<file path="src/rtl/scan_decoder_al.sv">
// Registered active-low N-to-2^N decoder with enable.
// Direct mode decodes a loaded code; scan mode walks the low output on a prescaled step.
module scan_decoder_al #(
  parameter int unsigned N   = 2,
  parameter int unsigned DIV = 4
) (
  input  logic              clk,
  input  logic              rst_n,
  input  logic              en,
  input  logic              mode,
  input  logic              load,
  input  logic [N-1:0]      w,
  output logic [0:(2**N)-1] y,
  output logic [N-1:0]      idx,
  output logic              wrap
);

  localparam int unsigned NOUT = 2 ** N;
  localparam int unsigned PW   = (DIV > 1) ? $clog2(DIV) : 1;
  localparam logic [PW-1:0] PRE_LAST = PW'(DIV - 1);
  localparam logic [N-1:0]  IDX_LAST = N'(NOUT - 1);

  logic [N-1:0]      r_idx;
  logic [PW-1:0]     r_pre;
  logic [0:NOUT-1]   r_y;
  logic              r_wrap;

  logic              w_step;
  logic [N-1:0]      w_idx_nx;
  logic [PW-1:0]     w_pre_nx;
  logic [0:NOUT-1]   w_y_nx;
  logic              w_wrap_nx;

  // Scan step is due when the prescaler completes its count; a load pre-empts it.
  always_comb begin
    w_step    = 1'b0;
    w_idx_nx  = r_idx;
    w_pre_nx  = r_pre;
    w_wrap_nx = 1'b0;

    if (mode && en && (r_pre == PRE_LAST) && !load) begin
      w_step = 1'b1;
    end

    if (load) begin
      w_idx_nx = w;
    end else if (w_step) begin
      w_idx_nx = r_idx + N'(1);
    end

    if (!mode || load) begin
      w_pre_nx = '0;
    end else if (en) begin
      w_pre_nx = (r_pre == PRE_LAST) ? '0 : r_pre + PW'(1);
    end

    w_wrap_nx = w_step && (r_idx == IDX_LAST);
  end

  // Active-low one-hot of the next index; all lines inactive while disabled.
  always_comb begin
    w_y_nx = '1;
    for (int unsigned i = 0; i < NOUT; i++) begin
      if (en && (w_idx_nx == N'(i))) begin
        w_y_nx[i] = 1'b0;
      end
    end
  end

  always_ff @(posedge clk or negedge rst_n) begin
    if (!rst_n) begin
      r_idx  <= '0;
      r_pre  <= '0;
      r_y    <= '1;
      r_wrap <= 1'b0;
    end else begin
      r_idx  <= w_idx_nx;
      r_pre  <= w_pre_nx;
      r_y    <= w_y_nx;
      r_wrap <= w_wrap_nx;
    end
  end

  assign y    = r_y;
  assign idx  = r_idx;
  assign wrap = r_wrap;

endmodule

</file>
<file path="config.mk">
export PLATFORM = sky130hd
export DESIGN_NAME = scan_decoder_al
export DESIGN_NICKNAME = d
export VERILOG_FILES = /design/src/rtl/scan_decoder_al.sv
export SDC_FILE = /design/constraint.sdc
export NUM_CORES = 1
export LEC_CHECK = 0
export BUFFER_PORTS_ARGS = -buffer_cell sky130_fd_sc_hd__buf_2
export CAP_MARGIN = 20
export CORE_AREA = 2 2 39 41
export DETAILED_ROUTE_END_ITERATION = 7
export DIE_AREA = 0 0 41 43
export HOLD_SLACK_MARGIN = 0.15
export PLACE_DENSITY_LB_ADDON = 0.12
export SETUP_SLACK_MARGIN = 0.02
export SYNTH_ARGS = -nofsm -noshare
export SYNTH_HDL_FRONTEND = slang
export SYNTH_SLANG_ARGS = --single-unit
</file>
<file path="constraint.sdc">
create_clock -name clk -period 2.1 [get_ports clk]
set_input_delay 0.42 -clock clk [delete_from_list [all_inputs] [get_ports clk]]
set_output_delay 0.42 -clock clk [all_outputs]
set_load 0.02 [all_outputs]
</file>
==> results of run 1 <==
[worst max-delay path: cells and delay by family, from the launching register on]
kind	cells	cell delay, ns
DFF	1	0.40
AOI/OAI and AO/OA	2	0.60
adders and majority gates	1	0.27
and+or+nand+nor	1	0.09
[kinds of logic (layout without fill, tap and decap cells)]
logic type      after synthesis  count (layout)  synth area share
simple gates                 14              14            0.2216
flops                         9               9            0.5227
compound gates                7               7            0.1136
fa+ha+maj                     2               2           0.05681
mux                           2               2           0.04546
buf+inv                       2              19           0.01987
xor+xnor                      1               1           0.01989
[path summary, 6_finish.rpt]
| kind | from | end | slack [ns] | cells past startpoint |
|---|---|---|---|---|
| setup / recovery | r_pre[0] | y[2] | 0.66 | 4 |
| hold / removal | w[1] | idx[1] | 0.43 | 3 |
| setup reg to reg | r_pre[0] | y[2] | 0.66 | 4 |
| hold reg to reg | r_pre[1] | r_pre[1] | 0.55 | 2 |
| max in group asynchronous | rst_n | y[1] | 1.33 | 2 |
| min in group asynchronous | rst_n | idx[1] | 0.53 | 2 |
[state kept, by name (all words and copies together), names as in the netlist]
signal / cells
y: 4
idx: 2
r_pre: 2
wrap: 1
[cell usage after synthesis (all sizes together)]
master  n
and4b   1
dfstp   4
nor2    4
nor3b   1
ha      2
nor2b   2
nand3b  2
a21oi   2
o21ai   2
nand3   1
nor4b   1
inv     1
mux2i   2
dfrtp   5
o31a    1
buf     1
a211oi  1
xor2    1
nand2b  1
or2b    1
a41o    1
[power breakdown]
group / total, mW / internal [mW] / switching, mW
Clock: 0.136 / 0.0734 / 0.0628
Sequential: 0.192 / 0.186 / 0.00620
Combinational: 0.0608 / 0.0254 / 0.0354
Total: 0.389 / 0.285 / 0.104
[final cells by class]
cell class	instances	area (sq um)
inverter	1	3.754
tap	16	20.02
timing repair buffer	14	75.07
multi-input combinational	26	201.4
sequential	9	230.2
clock buffer	4	26.28
fill	143	827.0
[metal layers]
metal,wire length [microns],up-vias,track usage
met2,382,13,0.1594
met5,0,-,0
met4,29,0,0.08000
li1,-,168,-
met3,53,5,0.03141
met1,392,158,0.1722
[metrics by stage]
step	util	setup slack, ns	power [mW]	hold slack (ns)
4_1_cts	0.4024	0.6607	0.3928	0.4343
6_report	0.4024	0.6640	0.3890	0.4323
2_1_floorplan	-	0.7638	0.2311	0.1244
3_5_place_dp	0.3761	0.6779	0.2556	0.2855
3_3_place_gp	0.3761	0.7512	0.2530	0.2768
5_1_grt	0.4024	0.5671	0.4070	0.4399
==> impl_metrics.json, run 1 <==
{
  "placedCellCount": 65,
  "boundaryPins": 14,
  "timing_worst_slew_pin_value_ns": 0.3942,
  "fin_nets": 64,
  "placeableCoreArea_sq_um": 1384,
  "clock_tree.buffer_depth": 2,
  "synth_largest_type_area_fraction": 0.2841,
  "post-synth-top-area-cell": "sky130_fd_sc_hd__dfrtp_1",
  "area_enclosed_by_the_die_boundary_sq_um": 1763,
  "first_global_vias": 303,
  "num_rows": 14,
  "diodes": 0,
  "start_util": 0.3183,
  "cts_htree_levels": 1,
  "critical_path_peak_fanout": 5,
  "run_status": "finished, final reports clean",
  "clk_pin_slew_ns": 0.06,
  "finalCritPeriodShare": 0.6838,
  "synth_seq_area_share": 0.5227,
  "tritoncts.num_buffers": 3,
  "grt-ovfl-total": 0,
  "synth.yosys.warnings": 0,
  "final_setup_violation_count": 0,
  "dr.pass1.iters": 4,
  "skew_ns": 0.003292,
  "dr_total_vias": 344,
  "synthDistinctLibCells": 22,
  "numClockSinks": 9,
  "grt_max_degree": 10,
  "fp.dieH_microns": 43,
  "master_of_the_slowest_instance_on_the_critical_path": "sky130_fd_sc_hd__dfrtp_1",
  "synthesis.area_per_instance_sq_um": 11.90,
  "drc": 0,
  "hold_violations": 0,
  "detailed_place_hpwl_microns": 680,
  "path_class": "flip-flop to flip-flop",
  "slew-limit-headroom": 0.7356,
  "areaGrowthSynthToFinish_pct": 26.42,
  "synth.cell_area_sq_um": 440.4,
  "maxClockFrequency_mhz": 696.4,
  "worst_setup_path_start_kind": "flip-flop",
  "most-common-layout-cells": "sky130_fd_sc_hd__buf_2 (13), sky130_fd_sc_hd__dfrtp_1 (5), sky130_fd_sc_hd__nor2_1 (4), sky130_fd_sc_hd__dfstp_2 (4), sky130_fd_sc_hd__clkbuf_4 (3)",
  "routed_wire_length_per_instance_microns": 12.24,
  "syn-instance-count": 37,
  "drt_wl_total_microns": 857,
  "drt-initial-drc-count": 1,
  "synth_seq_cells": 9,
  "first_pass_grt_wire_length_microns": 1407,
  "rsz0062_at_grt": "no",
  "grt_antenna_before_repair": 0,
  "total_negative_setup_slack_ns": 0,
  "endpoint_kind": "flip-flop",
  "maxCapViolations": 0,
  "port_buffers": 13,
  "final_layout_size_suffix_gt1_frac": 0.4259,
  "final_max_slew_viol_count": 0,
  "cp.arrival_ns": 1.62,
  "finalWeightedCongestion": 0.7776,
  "insertion_delay_ns": 0.26,
  "timing.critical_path.required_ns": 2.29,
  "cts_hold_repair.buffers": 1,
  "cellPowerDensity_nw_per_um2": 698.7,
  "layout.cells.most_common": "sky130_fd_sc_hd__buf_2",
  "dpl-instance-area_sq_um": 520.5,
  "ant_nets": 0,
  "worstHoldPathType": "primary input to flip-flop",
  "cts_resized": 0,
  "min_period_ns": 1.436,
  "peak_vdd_ir_mv": 0.2504,
  "clock_tree_root": "sky130_fd_sc_hd__clkbuf_4",
  "layoutNonFillerInstCount": 70,
  "tritoncts": "yes",
  "synthTopCellsByArea": "sky130_fd_sc_hd__dfrtp_1 (28%), sky130_fd_sc_hd__dfstp_2 (24%), sky130_fd_sc_hd__ha_1 (5.7%), sky130_fd_sc_hd__mux2i_1 (4.5%), sky130_fd_sc_hd__nand3b_1 (3.4%)",
  "die_width_microns": 41,
  "static-leakage-power_nw": 0.2509,
  "vias_per_cell": 4.914,
  "cell_chain_critical_path": "ha_1 > a211oi_1 > o31a_1 > nand3b_1",
  "fin_area_sq_um": 556.8,
  "grt.total_usage": 0.1226,
  "postSynthNetCount": 46,
  "critical-path-max-stage-delay_ns": 0.40,
  "cts_setup_buffers": 0
}
Power figures use the tool's default switching activity.
==> inputs of run 2 (changes only) <==
==> constraint.sdc (replaced) <==
create_clock -name clk -period 1.2 [get_ports clk]
set_input_delay 0.24 -clock clk [delete_from_list [all_inputs] [get_ports clk]]
set_output_delay 0.24 -clock clk [all_outputs]
set_load 0.02 [all_outputs]
==> run 2 against run 1 <==
Utilization grew 9.9 points; clock power grew 81%; global-route usage up 4.3 points; die area unchanged; clock skew about the same; highest routed layer unchanged; critical path type unchanged; critical endpoint is now y[1]; flip-flop and latch count stayed put; sequential power increased by 76%; count of clock-buffer cells in the layout unchanged; total power grew 95%; final area up 24%; the run now ends with setup timing left.
==> impl_metrics.json, run 2 (synthesized netlist as in run 1, its figures left out) <==
{
  "total_negative_setup_slack_ns": -0.3581,
  "dr_total_vias": 377,
  "run_status": "complete, but fails checks",
  "grt.total_usage": 0.1657,
  "hold_start": "w[1]",
  "n_fill_cell": 130,
  "min_delay_path_depth": 3,
  "detailed_place_hpwl_microns": 759.7,
  "hold_violations": 0,
  "design_power_total_mw": 0.7582,
  "pre_cts_ws_ns": -0.2062,
  "fp.dieH_microns": 43,
  "area_enclosed_by_the_die_boundary_sq_um": 1763,
  "areaGrowthSynthToFinish_pct": 57.39,
  "start_util": 0.3183,
  "clock_tree.buffer_depth": 2,
  "combined_area_of_the_multi_input_logic_cells_sq_um": 255.2,
  "most-common-layout-cells": "sky130_fd_sc_hd__buf_2 (8), sky130_fd_sc_hd__buf_4 (8), sky130_fd_sc_hd__nor2_1 (4), sky130_fd_sc_hd__buf_6 (4), sky130_fd_sc_hd__dfstp_2 (4)",
  "postLayoutCoreUtil": 0.5009,
  "fin_area_sq_um": 693.2,
  "routed_wire_length_per_instance_microns": 14.66,
  "slew-limit-headroom": 0.7720,
  "max_ffs_per_register": 4,
  "worst_setup_path_start_kind": "flip-flop",
  "fin_nets": 71,
  "numClockSinks": 9,
  "insertion_delay_ns": 0.27,
  "finalCritPeriodShare": 1.088,
  "min_delay_worst_endpoint": "idx[1]",
  "reg2reg_from": "r_pre[1]",
  "drt_wl_total_microns": 1129,
  "grt_max_degree": 10,
  "ant_nets": 0,
  "cp.arrival_ns": 1.49,
  "layoutNonFillerInstCount": 77,
  "cellPowerDensity_nw_per_um2": 1094,
  "num_rows": 14,
  "cts_htree_levels": 1,
  "placedCellCount": 69,
  "first_pass_grt_wire_length_microns": 1869,
  "maxClockFrequency_mhz": 766.0,
  "r2r_slack_ns": -0.11,
  "maxCapViolations": 0,
  "die_width_microns": 41,
  "tritoncts.num_buffers": 3,
  "timing.critical_path.required_ns": 1.38,
  "worst_r2r_path_depth": 5,
  "critical_path_peak_fanout": 5,
  "static-leakage-power_nw": 0.3025,
  "worstHoldPathType": "primary input to flip-flop",
  "timing_worst_slew_pin_value_ns": 0.3414,
  "placeableCoreArea_sq_um": 1384,
  "drt-initial-drc-count": 7,
  "endpoint_kind": "flip-flop",
  "sequential_cell_area_sq_um": 232.7,
  "rsz0062_at_grt": "yes",
  "clock_tree_root": "sky130_fd_sc_hd__clkbuf_4",
  "tritoncts": "yes",
  "timing.rr.end": "y[1]",
  "port_buffers": 13,
  "vias_per_cell": 4.896,
  "layout_setup_ws_ns": -0.1054,
  "dr.pass1.iters": 4,
  "clk_pin_slew_ns": 0.06,
  "min_period_ns": 1.305,
  "dpl-instance-area_sq_um": 553.0,
  "grt_antenna_before_repair": 0,
  "final_layout_size_suffix_gt1_frac": 0.5738,
  "final_setup_violation_count": 6,
  "boundaryPins": 14,
  "skew_ns": 0.003013,
  "peak_vdd_ir_mv": 0.5858,
  "first_global_vias": 399,
  "whs_ns": 0.2464,
  "path_class": "flip-flop to flip-flop",
  "finalWeightedCongestion": 0.8046,
  "grt-ovfl-total": 0,
  "violations_in_the_final_reports": "setup timing",
  "diodes": 0,
  "drc": 0,
  "final_max_slew_viol_count": 0
}
==> run 2: timing repair <==
item | in CTS | in global routing
setup endpoints to repair | 9 | 10
endpoints found under the hold margin | 9 | 0
buffers inserted | 2 | 1
gates cloned | 0 | 0
hold buffers | 1 | 0
resized for setup | 11 | 5
pin swaps | 6 | 4
==> run 2: final cells by class <==
class / instances / area share
flip-flops and latches: 9 / 0.3357
multi-input cells: 26 / 0.3682
inverters: 1 / 0.005415
repair buffers: 21 / 0.2238
well taps: 16 / 0.02888
clock buffers: 4 / 0.03791
==> run 2: how the worst max path moves through the flow <==
| stage | start | to | cells past startpoint | slack [ns] |
|---|---|---|---|---|
| floorplan | idx[1] | y[3] | 4 | -0.09 |
| global placement | r_pre[0] | y[1] | 5 | -0.16 |
| detailed placement | r_pre[0] | y[3] | 5 | -0.21 |
| CTS | r_pre[1] | y[3] | 5 | -0.10 |
| global route | r_pre[1] | y[3] | 5 | -0.18 |
| finish | r_pre[1] | y[1] | 5 | -0.11 |
==> run 2: routing by layer <==
layer	track usage	wire length, microns
met2	0.2500	559
met3	0.03141	71
met5	0	0
met4	0.1067	21
met1	0.2040	476
==> run 2: critical path, stage by stage (launching register included) <==
cell and delay, ns:
sky130_fd_sc_hd__dfrtp_1 0.40, sky130_fd_sc_hd__ha_4 0.20, sky130_fd_sc_hd__a211oi_4 0.07, sky130_fd_sc_hd__buf_4 0.14
sky130_fd_sc_hd__nor4b_4 0.28, sky130_fd_sc_hd__o21ai_1 0.13
==> run 2: power by group <==
group          leakage [nW]  internal (mW)  total, mW  switching [mW]
clock                0.0150          0.129      0.246           0.117
sequential            0.104          0.326      0.338          0.0120
combinational         0.183         0.0901      0.174          0.0840
total                 0.302          0.545      0.758           0.213
